===== config.mk =====
export PLATFORM = sky130hd
export DESIGN_NAME = regfile_write_arbiter
export DESIGN_NICKNAME = d
export VERILOG_FILES = /design/src/rtl/regfile_write_arbiter.sv
export SDC_FILE = /design/constraint.sdc
export NUM_CORES = 1
export LEC_CHECK = 0
export CORE_AREA = 3 3 93 95
export CTS_CLUSTER_DIAMETER = 80
export CTS_CLUSTER_SIZE = 24
export DETAILED_ROUTE_END_ITERATION = 12
export DIE_AREA = 0 0 96 98
export GPL_TIMING_DRIVEN = 0
export PLACE_DENSITY = 0.95
export SLEW_MARGIN = 20
export SYNTH_ARGS = -nofsm -noshare
export SYNTH_HDL_FRONTEND = slang
export SYNTH_SLANG_ARGS = --single-unit

===== constraint.sdc =====
create_clock -name clk -period 5 [get_ports clk]
set_clock_uncertainty 0.15 [all_clocks]
set_input_delay 1.25 -clock clk [delete_from_list [all_inputs] [get_ports clk]]
set_output_delay 1.25 -clock clk [all_outputs]
set_load 0.05 [all_outputs]

===== src/rtl/regfile_write_arbiter.sv =====
// Round-robin arbiter sharing the MIPS register-file write port among NUM_REQ writers.
// The granted write is registered onto A3/WD3/WE3; read-after-write hazards are flagged on A1/A2.
module regfile_write_arbiter #(
    parameter int NUM_REQ       = 4,
    parameter int NUM_REGISTERS = 32,
    parameter int DATA_WIDTH    = 32,
    parameter int ADDR_WIDTH    = $clog2(NUM_REGISTERS),
    parameter int ID_WIDTH      = ($clog2(NUM_REQ) > 0) ? $clog2(NUM_REQ) : 1
) (
    input  logic                          clk,
    input  logic                          rst_n,
    input  logic                          hold,
    input  logic [NUM_REQ-1:0]            req_valid,
    input  logic [NUM_REQ*ADDR_WIDTH-1:0] req_addr,
    input  logic [NUM_REQ*DATA_WIDTH-1:0] req_data,
    output logic [NUM_REQ-1:0]            req_ready,
    output logic [ADDR_WIDTH-1:0]         A3,
    output logic [DATA_WIDTH-1:0]         WD3,
    output logic                          WE3,
    output logic [ID_WIDTH-1:0]           grant_id,
    input  logic [ADDR_WIDTH-1:0]         A1,
    input  logic [ADDR_WIDTH-1:0]         A2,
    output logic                          hazard1,
    output logic                          hazard2
);

    logic [ID_WIDTH-1:0]   ptr;
    logic [ID_WIDTH-1:0]   win;
    logic                  found;
    logic                  grant;
    logic [ADDR_WIDTH-1:0] win_addr;
    logic [DATA_WIDTH-1:0] win_data;

    // Scan req_valid starting at ptr, wrapping past NUM_REQ-1 back to 0.
    always_comb begin
        int idx;
        // NOTE: every variable gets a default before the loop so no path infers a latch.
        found = 1'b0;
        win   = '0;
        idx   = 0;
        for (int k = 0; k < NUM_REQ; k++) begin
            idx = int'(ptr) + k;
            if (idx >= NUM_REQ) begin
                idx = idx - NUM_REQ;
            end
            if (!found && req_valid[ID_WIDTH'(idx)]) begin
                found = 1'b1;
                win   = ID_WIDTH'(idx);
            end
        end
    end

    // Gating with rst_n keeps req_ready low while the block is held in reset.
    assign grant     = found && !hold && rst_n;
    assign req_ready = grant ? (NUM_REQ'(1) << win) : '0;
    assign win_addr  = req_addr[win*ADDR_WIDTH +: ADDR_WIDTH];
    assign win_data  = req_data[win*DATA_WIDTH +: DATA_WIDTH];

    // NOTE: state registers use non-blocking assignments so all updates see pre-edge values.
    always_ff @(posedge clk or negedge rst_n) begin
        if (!rst_n) begin
            ptr      <= '0;
            A3       <= '0;
            WD3      <= '0;
            WE3      <= 1'b0;
            grant_id <= '0;
        end else if (grant) begin
            A3       <= win_addr;
            WD3      <= win_data;
            WE3      <= (win_addr != '0);
            grant_id <= win;
            ptr      <= (win == ID_WIDTH'(NUM_REQ - 1)) ? '0 : win + ID_WIDTH'(1);
        end else begin
            WE3      <= 1'b0;
        end
    end

    // $zero is hardwired, so a read of register 0 never sees stale data.
    assign hazard1 = WE3 && (A1 == A3) && (A1 != '0);
    assign hazard2 = WE3 && (A2 == A3) && (A2 != '0);

endmodule

Word level (Yosys, flattened, before mapping)
Cells that the tools add are included.
{"block": "op_classes", "mux": 27, "magnitude_cmp": 8, "eq_ne": 3, "shift": 3, "mul": 1, "n_reduce_logical": 16, "add_sub_neg": 8}
{"cell": "variable part select 128 x 8 -> 32 bit", "count": 1}
{"cell": "variable part select 20 x 6 -> 5 bit", "count": 1}
{"cell": "2-to-1 mux 2 bit", "count": 9}
{"cell": "less-than comparator 2 x 4 -> 1 bit (second input constant)", "count": 4}
{"cell": "nonzero test 5 bit", "count": 3}
{"cell": "2-to-1 mux 1 bit", "count": 13}
{"cell": "== test 5 bit", "count": 2}
{"cell": "greater-or-equal comparator 3 bit (second input constant)", "count": 3}
{"cell": "logical AND 1 bit", "count": 9}
{"cell": "binary-select mux 1 bit (select 2 bit)", "count": 4}
{"cell": "subtractor 2 x 1 -> 2 bit (second input constant)", "count": 4}
{"cell": "adder 2 x 2 -> 3 bit (second input constant)", "count": 2}
{"cell": "multiplier 2 x 3 -> 5 bit (second input constant)", "count": 1}
{"cell": "zero test 1 bit", "count": 4}
{"cell": "2-to-1 mux 4 bit", "count": 1}
{"cell": "<< shifter 1 x 2 -> 4 bit (first input constant)", "count": 1}
{"cell": "adder 2 x 1 -> 3 bit (second input constant)", "count": 1}
{"cell": "greater-or-equal comparator 2 x 3 -> 1 bit (second input constant)", "count": 1}
{"cell": "adder 2 x 1 -> 2 bit (second input constant)", "count": 1}
{"cell": "== test 2 bit (second input constant)", "count": 1}
{"block": "totals", "output_inout_bits": 46, "elab_cells": 71, "input_bits": 165, "ff_bits": 42}

Longest topological paths before layout
{"block": "logic_depth", "depth_word": 19, "ltp_mapped": 11, "ltp_nobuf": 7}

Least setup slack after synthesis
No wires, ideal clock.
{"block": "synth_timing", "path_kind": "input port to output port", "start": "input port req_valid[3]", "end": "output port req_ready[2]", "required_time_ns": 3.600, "slack_ns": 0.725, "path_stages": 9, "t_arrival_ns": 2.875, "path_cell_list": "mux2i_1 -> a2bb2oi_1 -> nor2b_1 -> buf_4 -> inv_2 -> buf_2 -> buf_1 -> ha_1 -> and2_1"}
{"block": "synth_between", "word_cells_on_any_way": 30, "classes_between": "1 x shift; 21 x mux; 8 x reduce/logical"}
{"element": "from (decl)", "line": "13", "rtl": "input logic [NUM_REQ-1:0] req_valid,"}
{"element": "binary-select mux 1 bit (select 2 bit)", "line": "46", "rtl": "if (!found && req_valid[ID_WIDTH'(idx)]) begin"}
{"element": "2-to-1 mux 1 bit (not written as such) (2 in series)", "line": "46"}
{"element": "2-to-1 mux 1 bit", "line": "46"}
{"element": "zero test 1 bit", "line": "46"}
{"element": "logical AND 1 bit", "line": "46"}
{"element": "2-to-1 mux 1 bit", "line": "46"}
{"element": "zero test 1 bit", "line": "46"}
{"element": "logical AND 1 bit", "line": "46"}
{"element": "2-to-1 mux 1 bit", "line": "46"}
{"element": "zero test 1 bit", "line": "46"}
{"element": "logical AND 1 bit", "line": "46"}
{"element": "2-to-1 mux 2 bit *", "line": "46"}
{"element": "named net win[0]", "line": "28", "rtl": "logic [ID_WIDTH-1:0] win;"}
{"element": "<< shifter 1 x 2 -> 4 bit *", "line": "55", "rtl": "assign req_ready = grant ? (NUM_REQ'(1) << win) : '0;"}
{"element": "2-to-1 mux 4 bit *", "line": "55"}
{"element": "to (decl)", "line": "16", "rtl": "output logic [NUM_REQ-1:0] req_ready,"}
The timed path passes the listed nets; every way through them passes the cells marked *. The select of a mux whose other input is x is not followed.

Worst setup path after layout
Ends and elaborated chain as after synthesis.

==> load_flow_metrics.sql <==
INSERT INTO impl_metrics (metric_group, metric, value, unit) VALUES
('global_route', 'grt_most_used_layer', 'met2', ''),
('layout', 'fraction_of_final_layout_cells_sized_beyond_drive_strength_1', '5.84', '%'),
('timing', 'rsz0062_at_grt', 'yes', ''),
('drt', 'detail_route.wl_per_cell', '19.2', 'µm'),
('synth', 'synthFlopType', 'sky130_fd_sc_hd__dfrtp_1', ''),
('worst_setup_path', 'worst-endpoint-required', '3.60', 'ns'),
('global_route', 'global_route_track_usage_on_met2', '50.0', '%'),
('global_route', 'grt_util_met1', '31.6', '%'),
('floorplan', 'io_pins', '211', ''),
('drt', 'postRouteWirelength', '13100', 'µm'),
('floorplan', 'chipWidth', '96', 'µm'),
('synth', 'avgSynthCellArea', '8.36', 'µm²'),
('drt', 'route.detailed.vias_per_inst', '5.64', ''),
('timing', 'final.min_clock_period', '4.89', 'ns'),
('hold_path', 'hold_crit_path_type', 'reg -> reg', ''),
('global_route', 'globalRouteOverflowTotal', '0', ''),
('worst_setup_path', 'slowest_stage', 'sky130_fd_sc_hd__clkdlybuf4s50_1', ''),
('outcome', 'outcome', 'completed', ''),
('global_route', 'grt_max_degree', '26', ''),
('synth', 'post_synth_instance_area', '3030', 'µm²'),
('pwr', 'ir_drop', '0.227', 'mV'),
('drt', 'detailroute.via_count', '3859', ''),
('global_route', 'grt_pass1_vias', '4256', ''),
('timing', 'max_slew_headroom', '58.3', '%'),
('drt', 'drt_iter0_drcs', '121', ''),
('synth', 'async_reset_ff_share', '100', '%'),
('timing', 'final_max_slew_viol_count', '0', ''),
('drt', 'detail_route.drc_violations', '0', ''),
('timing', 'hold_violations', '0', ''),
('synth', 'synth_top_area_share', '34.6', '%'),
('global_route', 'grt_use_total', '28.2', '%'),
('timing', 'tightest_slew', '0.625', 'ns'),
('placement', 'globalplace.congestion', '0.817', ''),
('synth', 'synth_warnings', '0', ''),
('worst_setup_path', 'cp_data_arrival_time', '3.49', 'ns'),
('pwr', 'power_leakage', '0.00240', 'µW'),
('global_route', 'grt_pass1_wl', '20800', 'µm'),
('worst_setup_path', 'setup.worst_path.start_class', 'input pin', ''),
('worst_setup_path', 'cp_cell_sequence', 'clkdlybuf4s50_1 -> mux2i_1 -> a2bb2oi_2 -> nor2b_1 -> buf_4 -> inv_2 -> buf_4 -> ha_1 -> and2_1 -> clkdlybuf4s15_2', ''),
('clock_network', 'hold_buffers', '0', ''),
('drt', 'drt.antenna.violating_nets', '0', ''),
('clock_network', 'ctsHtreeMaxLevel', '2', ''),
('floorplan', 'die_height', '98', 'µm'),
('synth', 'netlist-cell-type-count', '38', ''),
('worst_setup_path', 'crit_path_max_fanout', '20', ''),
('floorplan', 'placement_rows', '32', ''),
('synth', 'synth_top_area_cells', 'sky130_fd_sc_hd__dfrtp_1 (35%), sky130_fd_sc_hd__nand2_1 (9.9%), sky130_fd_sc_hd__a211oi_1 (9.6%), sky130_fd_sc_hd__a311oi_1 (9.2%), sky130_fd_sc_hd__and3_1 (8.5%)', ''),
('timing', 'fmax', '204', 'MHz'),
('worst_setup_path', 'critPathKind', 'in -> out', ''),
('synth', 'post-synth-top-count-cell', 'sky130_fd_sc_hd__nand2_1', ''),
('worst_setup_path', 'path_common_cell', 'sky130_fd_sc_hd__buf_4', ''),
('clock_network', 'clkTransAtPathRegs', '0.08', 'ns'),
('layout', 'final_non_filler_cell_area', '5390', 'µm²'),
('synth', 'number_of_nets_produced_by_synthesis', '532', ''),
('clock_network', 'cts_inserted_buffers', '5', ''),
('synth', 'synthTopCellsByCount', 'sky130_fd_sc_hd__nand2_1 (80), sky130_fd_sc_hd__dfrtp_1 (42), sky130_fd_sc_hd__and3_1 (41)', ''),
('timing', 'tns', '0', 'ns'),
('synth', 'synth_enable_flop_cells', '0', ''),
('worst_setup_path', 'crit_buf_inv', '5', ''),
('layout', 'fill_cells', '621', ''),
('floorplan', 'start_util', '38.9', '%'),
('clock_network', 'cts_root_buffer', 'sky130_fd_sc_hd__clkbuf_8', ''),
('synth', 'syn_inst_count', '363', ''),
('placement', 'numPortBuffers', '210', ''),
('worst_setup_path', 'worst_setup_path_end_kind', 'primary output', ''),
('global_route', 'grt_antenna_before_repair', '0', ''),
('clock_network', 'clock_insertion_delay_worst_skew', '0.29', 'ns'),
('floorplan', 'die_area', '9410', 'µm²'),
('synth', 'synth_sequential_area_ratio', '34.6', '%'),
('layout', 'seq_area', '1050', 'µm²'),
('synth', 'total_of_flip_flops_plus_latches_after_synthesis', '42', '');
[registers in the layout (all words and copies together), names as in the netlist]
| register | flops |
|---|---|
| A3 | 5 |
| ptr | 2 |
| WD3 | 32 |
| grant_id | 2 |
| WE3 | 1 |
[routing by layer]
| metal | wire length [µm] | part of all wire (%) |
|---|---|---|
| met1 | 4880 | 37 |
| met2 | 6850 | 52 |
| met3 | 1130 | 8.6 |
| met4 | 280 | 2.1 |
| met5 | 0 | 0 |
[final cells by class]
class	instances	area share [%]
timing repair buffer	213	39.4
inverter	3	0.256
clock inverter	1	0.0929
buffer	36	3.21
tap	102	2.37
clock buffer	7	1.60
multi-input combinational	280	33.5
sequential	42	19.5
[per-stage QoR]
step	total power, µW	cells	setup WS (ns)	hold WS, ns	util (%)
floorplan	1520	363	0.725	0.372	-
global placement	2060	675	-1.17	0.308	67.4
detailed placement	2130	676	-0.738	0.316	67.6
CTS	2360	684	0.0274	0.334	68.9
global route	2500	684	-0.0200	0.351	69.0
finish	2360	684	0.110	0.336	69.0
[worst paths after layout]
| kind | from | endpoint | slack [ns] | cells past startpoint |
|---|---|---|---|---|
| setup / recovery | req_valid[3] | req_ready[2] | 0.11 | 10 |
| hold / removal | WD3[20]$_DFFE_PN0P_ | WD3[20]$_DFFE_PN0P_ | 0.34 | 1 |
| setup reg to reg | ptr[0]$_DFFE_PN0P_ | WD3[7]$_DFFE_PN0P_ | 2.42 | 9 |
| hold reg to reg | WD3[20]$_DFFE_PN0P_ | WD3[20]$_DFFE_PN0P_ | 0.34 | 1 |
| max in group asynchronous | rst_n | WD3[14]$_DFFE_PN0P_ | 3.44 | 2 |
| min in group asynchronous | rst_n | WD3[4]$_DFFE_PN0P_ | 0.76 | 1 |
[worst register-to-register path: cells and delay by family (launching register included)]
| kind | cells | cell delay (ns) |
|---|---|---|
| buffers and inverters | 3 | 0.82 |
| DFF | 1 | 0.43 |
| and+or+nand+nor | 2 | 0.38 |
| AOI/OAI and AO/OA | 4 | 0.74 |
[repair_timing]
item,in CTS,in global routing
setup endpoints to repair,4,4
resized for setup,19,4
buffers inserted,1,1
pin swaps,1,0
[logic make-up after synthesis]
| group | after synthesis | synth area share, % |
|---|---|---|
| simple gates | 143 | 22.9 |
| compound gates | 121 | 30.8 |
| mux | 4 | 1.44 |
| buf+inv | 41 | 6.23 |
| flops | 42 | 34.6 |
| xor+xnor | 8 | 2.31 |
| fa+ha+maj | 4 | 1.65 |
[layout by cell type, fill, tap and decap left out, types with 3 or more instances in the layout]
cell type                         Yosys  layout
sky130_fd_sc_hd__and2_1               5       5
sky130_fd_sc_hd__buf_1                4       3
sky130_fd_sc_hd__nand2_1             80      80
sky130_fd_sc_hd__ha_1                 4       4
sky130_fd_sc_hd__a21oi_1              4       4
sky130_fd_sc_hd__o21ai_0              3       3
sky130_fd_sc_hd__buf_2                5       6
sky130_fd_sc_hd__clkbuf_8             0       6
sky130_fd_sc_hd__xor2_1               6       6
sky130_fd_sc_hd__a31oi_1              4       3
sky130_fd_sc_hd__a211oi_1            39      39
sky130_fd_sc_hd__a311oi_1            32      32
sky130_fd_sc_hd__nor2_1               4       4
sky130_fd_sc_hd__clkbuf_1            24      24
sky130_fd_sc_hd__buf_4                3       6
sky130_fd_sc_hd__mux2_2               3       3
sky130_fd_sc_hd__and3_1              41      41
sky130_fd_sc_hd__a21o_1              32      32
sky130_fd_sc_hd__dfrtp_1             42      42
sky130_fd_sc_hd__clkdlybuf4s50_1      0     205
sky130_fd_sc_hd__nor4_1               4       4
[power breakdown]
part	total, µW	switching [µW]	internal (µW)
clock network	229	117	112
logic	1570	971	601
registers	560	99.7	461
total	2360	1190	1170
No activity file was read; power rests on OpenSTA's default activity.
